File: src/rtl/cpu_pkg.sv
// Shared core definitions: default widths, bubble encoding and fetch FSM states.
package cpu_pkg;

    localparam int unsigned ADDR_W = 12;
    localparam int unsigned INSN_W = 32;

    // add $r0,$r0,$r0 -- harmless if a consumer ignores the valid bit
    localparam logic [INSN_W-1:0] NOP_INSN = '0;

    typedef enum logic {
        FETCH_BOOT = 1'b0,
        FETCH_RUN  = 1'b1
    } fetch_state_e;

endpackage

File: src/rtl/fd_pipe_reg.sv
// F/D pipeline register: async active-low reset, hold when !en_i, flush to bubble (wins over enable).
module fd_pipe_reg #(
    parameter int unsigned ADDR_W = cpu_pkg::ADDR_W,
    parameter int unsigned INSN_W = cpu_pkg::INSN_W
) (
    input  logic              clk,
    input  logic              rst_n,
    input  logic              en_i,
    input  logic              flush_i,
    input  logic [INSN_W-1:0] insn_i,
    input  logic [ADDR_W-1:0] pc_i,
    input  logic [ADDR_W-1:0] pc_plus1_i,
    input  logic              valid_i,
    output logic [INSN_W-1:0] insn_o,
    output logic [ADDR_W-1:0] pc_o,
    output logic [ADDR_W-1:0] pc_plus1_o,
    output logic              valid_o
);
    import cpu_pkg::*;

    logic [INSN_W-1:0] insn_q;
    logic [ADDR_W-1:0] pc_q;
    logic [ADDR_W-1:0] pc_plus1_q;
    logic              valid_q;

    always_ff @(posedge clk or negedge rst_n) begin
        if (!rst_n) begin
            insn_q     <= INSN_W'(NOP_INSN);
            pc_q       <= '0;
            pc_plus1_q <= '0;
            valid_q    <= 1'b0;
        end else if (flush_i) begin
            insn_q     <= INSN_W'(NOP_INSN);
            pc_q       <= '0;
            pc_plus1_q <= '0;
            valid_q    <= 1'b0;
        end else if (en_i) begin
            insn_q     <= insn_i;
            pc_q       <= pc_i;
            pc_plus1_q <= pc_plus1_i;
            valid_q    <= valid_i;
        end
    end

    assign insn_o     = insn_q;
    assign pc_o       = pc_q;
    assign pc_plus1_o = pc_plus1_q;
    assign valid_o    = valid_q;

endmodule

File: src/rtl/fetch_stage.sv
// Instruction fetch: owns the PC, drives synchronous imem, feeds the F/D register to decode.
module fetch_stage #(
    parameter int unsigned ADDR_W   = cpu_pkg::ADDR_W,
    parameter int unsigned INSN_W   = cpu_pkg::INSN_W,
    parameter logic [ADDR_W-1:0] RESET_PC = '0,
    parameter int unsigned CNT_W    = 16
) (
    input  logic              clock,
    input  logic              reset,
    input  logic              stall,
    input  logic              redirect_en,
    input  logic [ADDR_W-1:0] redirect_pc,
    output logic [ADDR_W-1:0] imem_addr,
    input  logic [INSN_W-1:0] imem_q,
    output logic [INSN_W-1:0] fd_insn,
    output logic [ADDR_W-1:0] fd_pc,
    output logic [ADDR_W-1:0] fd_pc_plus1,
    output logic              fd_valid,
    output logic [CNT_W-1:0]  stall_count
);
    import cpu_pkg::*;

    fetch_state_e      state_q;
    logic [ADDR_W-1:0] pc_q;
    logic [ADDR_W-1:0] pc_d;
    logic [ADDR_W-1:0] pc_inc;
    logic [CNT_W-1:0]  cnt_q;
    logic              run;

    assign run    = (state_q == FETCH_RUN);
    assign pc_inc = pc_q + ADDR_W'(1);

    // The address sent to imem is always the next PC, keeping imem_q aligned with pc_q in RUN.
    always_comb begin
        pc_d = pc_q;
        if (redirect_en)
            pc_d = redirect_pc;
        else if (run && !stall)
            pc_d = pc_inc;
    end

    assign imem_addr = pc_d;

    always_ff @(posedge clock or negedge reset) begin
        if (!reset) begin
            state_q <= FETCH_BOOT;
            pc_q    <= RESET_PC;
            cnt_q   <= '0;
        end else begin
            state_q <= FETCH_RUN;
            pc_q    <= pc_d;
            if (run && !redirect_en && stall && (cnt_q != '1))
                cnt_q <= cnt_q + CNT_W'(1);
        end
    end

    assign stall_count = cnt_q;

    fd_pipe_reg #(
        .ADDR_W (ADDR_W),
        .INSN_W (INSN_W)
    ) u_fd (
        .clk        (clock),
        .rst_n      (reset),
        .en_i       (!stall),
        .flush_i    (redirect_en || !run),
        .insn_i     (imem_q),
        .pc_i       (pc_q),
        .pc_plus1_i (pc_inc),
        .valid_i    (1'b1),
        .insn_o     (fd_insn),
        .pc_o       (fd_pc),
        .pc_plus1_o (fd_pc_plus1),
        .valid_o    (fd_valid)
    );

endmodule

File: config.mk
export PLATFORM = sky130hd
export DESIGN_NAME = fetch_stage
export DESIGN_NICKNAME = d
export VERILOG_FILES = /design/src/rtl/cpu_pkg.sv /design/src/rtl/fd_pipe_reg.sv /design/src/rtl/fetch_stage.sv
export SDC_FILE = /design/constraint.sdc
export NUM_CORES = 1
export LEC_CHECK = 0
export BUFFER_PORTS_ARGS = -buffer_cell sky130_fd_sc_hd__buf_4
export CAP_MARGIN = 20
export CORE_MARGIN = 10
export CORE_UTILIZATION = 50
export DETAILED_ROUTE_END_ITERATION = 8
export HOLD_SLACK_MARGIN = 0.03
export PLACE_DENSITY = 0.92
export SLEW_MARGIN = 20
export SYNTH_ARGS = -nofsm -noshare
export SYNTH_HDL_FRONTEND = slang
export SYNTH_SLANG_ARGS = --single-unit
File: constraint.sdc
create_clock -name clock -period 4.5 [get_ports clock]
set_input_delay 0.9 -clock clock [delete_from_list [all_inputs] [get_ports clock]]
set_output_delay 0.9 -clock clock [all_outputs]
set_load 0.01 [all_outputs]
==> metrics.md <==
| Metric | Value |
|---|---|
| Status | `finished, final reports clean` |
| Clock latency on the worst-skew pair | `350 ps` |
| Static Leak | `2.49 nW` |
| Final Hold Vio Count | `0` |
| DRT iter0 DRCs | `80` |
| Synth Warn # | `0` |
| Fmax | `311 MHz` |
| CTS buffer count | `9` |
| Die ar. | `0.0111 mm^2` |
| FF-to-FF setup slack | `2670 ps` |
| GPL Wtd Cong | `0.831` |
| Vias/cell | `5.44` |
| HPWL Detailed | `7.28 mm` |
| Largest net degree at the start of global routing | `87` |
| Share of cells above drive strength 1 | `38.4%` |
| Die Span X | `105 um` |
| Maximum vdd drop | `186 uV` |
| GR Util All Layers | `18.0%` |
| # fillers | `520` |
| Vias | `2860` |
| Share of the synthesized area in the top cell type | `59.1%` |
| CP endpoint kind | `primary output` |
| Port bufs | `132` |
| Nets | `473` |
| Vias in the first global route | `3086` |
| Synth top area cells | `dfrtp_1 (59%), a22o_1 (13%), xnor2_1 (4.3%)` |
| M1 WL | `4.30 mm` |
| Crit path max fanout | `12` |
| Syn Inst Count | `298` |
| Worst Path Required | `3600 ps` |
| Congestion Overflow GR | `0` |
| DR top layer | `met4` |
| Initial antenna violation count | `0` |
| Placed Area | `0.00469 mm^2` |
| Router iterations before antenna repair | `4` |
| Post-route ant nets | `0` |
| Die Ht | `105 um` |
| Final period util | `71.4%` |
| Setup Skew | `10.5 ps` |
| Ports | `133` |
| Clk slew on worst S/H paths | `80 ps` |
| Worst hold path type | `reg2reg` |
| Yosys top cell by area | `dfrtp_1` |
| Slew margin rel. | `49.5%` |
| Cts repair resizes | `0` |
| Clock sink total | `86` |
| Max Slew Vio Count | `0` |
| Post-Route WL | `10.0 mm` |
| Layout Area Growth over Synthesis | `35.4%` |
| MaxCap Viol Count | `0` |
| Seq cells post-synth | `86` |
| Starting density of the core | `50.7%` |
| Setup_tns | `0 ps` |
| Ant diodes | `0` |
| Kind of critical path | `in2out` |
| Yosys cell types | `37` |
| Core Rows | `31` |
| CP startpoint kind | `primary input` |
| Met3 routed WL | `665 um` |
| First-pass GRT wire length | `16.4 mm` |
| Synth Cell Area | `0.00364 mm^2` |
| Mean post-synth cell area | `12.2 um^2` |
| Final count of negative-setup-slack endpoints | `0` |
| Detailed-route DRC error count | `0` |
| Cts hold-fix bufs | `0` |
| RSZ-0062 raised after global routing | `no` |
| Core box area | `0.00718 mm^2` |
| Most frequent cells in the layout | `buf_4 (134), dfrtp_1 (86), a22o_1 (54), nand2_1 (30), xnor2_1 (18)` |
| CTS tree | `done` |
| Root Driver | `clkbuf_8` |
| Proportion of synthesized chip area in sequential cells | `59.1%` |
| Post-CTS Setup Inserts | `0` |
| DR WL met2 | `4.96 mm` |
| Drt wl/cell | `19.0 um` |
| Mapped Nets | `348` |
| Most common cell after layout, fill and taps aside | `buf_4` |
| Tmin final | `3210 ps` |
| Worst Max-Slew Pin Slew | `758 ps` |
| PwrDens | `361 mW/mm^2` |
| Final instance area | `0.00493 mm^2` |
| Clock Path Buffers | `2` |
| Max H-tree Level | `3` |
| Worst path arrival time | `2310 ps` |
==> path summary, 6_finish.rpt <==
kind | depth (start not counted) | start | to
max | 6 | stall | imem_addr[10]
min | 1 | u_fd.insn_o[22] | u_fd.insn_o[22]
max reg2reg | 5 | stall_count[0] | stall_count[5]
min reg2reg | 1 | u_fd.insn_o[22] | u_fd.insn_o[22]
max in group asynchronous | 1 | reset | u_fd.pc_o[1]
min in group asynchronous | 1 | reset | stall_count[4]
==> final cells by class <==
cell class,instances,area (um^2),share of cell area (%)
clock buffers,11,141,2.87
clock inverters,4,95.1,1.93
inverters,3,11.3,0.229
multi-input cells,188,1390,28.1
flip-flops and latches,86,2150,43.7
well taps,99,124,2.51
repair buffers,135,1020,20.6
==> worst max-delay path: stages <==
cell and delay [ps]:
buf_4 130, nand2b_1 400, nor4_2 350, xnor2_1 100, o21ai_0 240, buf_4 180
==> Yosys cell counts <==
master	instances
nand4_2	3
o41ai_4	1
buf_2	12
nor4_1	2
dfrtp_1	86
buf_1	1
inv_1	3
nor3_1	8
and3b_1	1
conb_1	1
or2_2	1
nor2_1	12
nor4_2	2
ha_1	2
o211ai_1	1
a221o_1	2
o41a_4	1
o31a_1	1
a21oi_1	1
a22o_1	54
nand2_1	30
and3_1	2
o31ai_1	1
and4_2	1
nand4_1	6
nand3_1	5
clkbuf_1	4
xnor2_1	18
xor2_1	14
o21ai_0	9
mux2i_1	1
clkbuf_2	4
nand2b_1	2
nand3_2	3
o21ai_1	1
nor4b_2	1
nor3b_1	1
==> through the flow <==
stage	power (W)	util, %	hold WS, ps	setup slack (ps)	std cells
after floorplan	0.00101	-	513	1610	298
after CTS	0.00180	68.6	507	1300	526
after detailed placement	0.00116	65.3	482	1320	511
after global placement	0.00115	65.3	475	1390	511
final	0.00178	68.7	500	1290	526
after global routing	0.00186	68.7	522	1150	526
==> sequential cells by signal (all words and copies together) (netlist names) <==
signal           count
run                  1
pc_q                12
stall_count         16
u_fd.insn_o         32
u_fd.pc_plus1_o     12
u_fd.valid_o         1
u_fd.pc_o           12
==> power by group <==
| part | leakage (nW) | switching [W] | total, W | internal [W] |
|---|---|---|---|---|
| Combinational | 1.21 | 0.000128 | 0.000261 | 0.000133 |
| Clock | 0.119 | 0.000259 | 0.000639 | 0.000380 |
| Sequential | 1.16 | 0.0000624 | 0.000881 | 0.000818 |
| Total | 2.49 | 0.000449 | 0.00178 | 0.00133 |
==> metal layers <==
metal,vias up,GRT usage (%)
met5,-,0
li1,1322,-
met4,0,5.29
met1,1422,22.6
met2,108,29.0
met3,8,6.09
==> logic make-up after synthesis <==
kind of cell	count (synthesis)	synth area share (%)
DFF	86	59.1
and+or+nand+nor	80	12.0
AOI/OAI and AO/OA	72	17.1
xor gates and xnor gates	32	7.70
buffers and inverters	24	3.02
adders and majority gates	2	0.687
other	1	0.103
muxes	1	0.275
No activity file was read; power rests on OpenSTA's default activity.
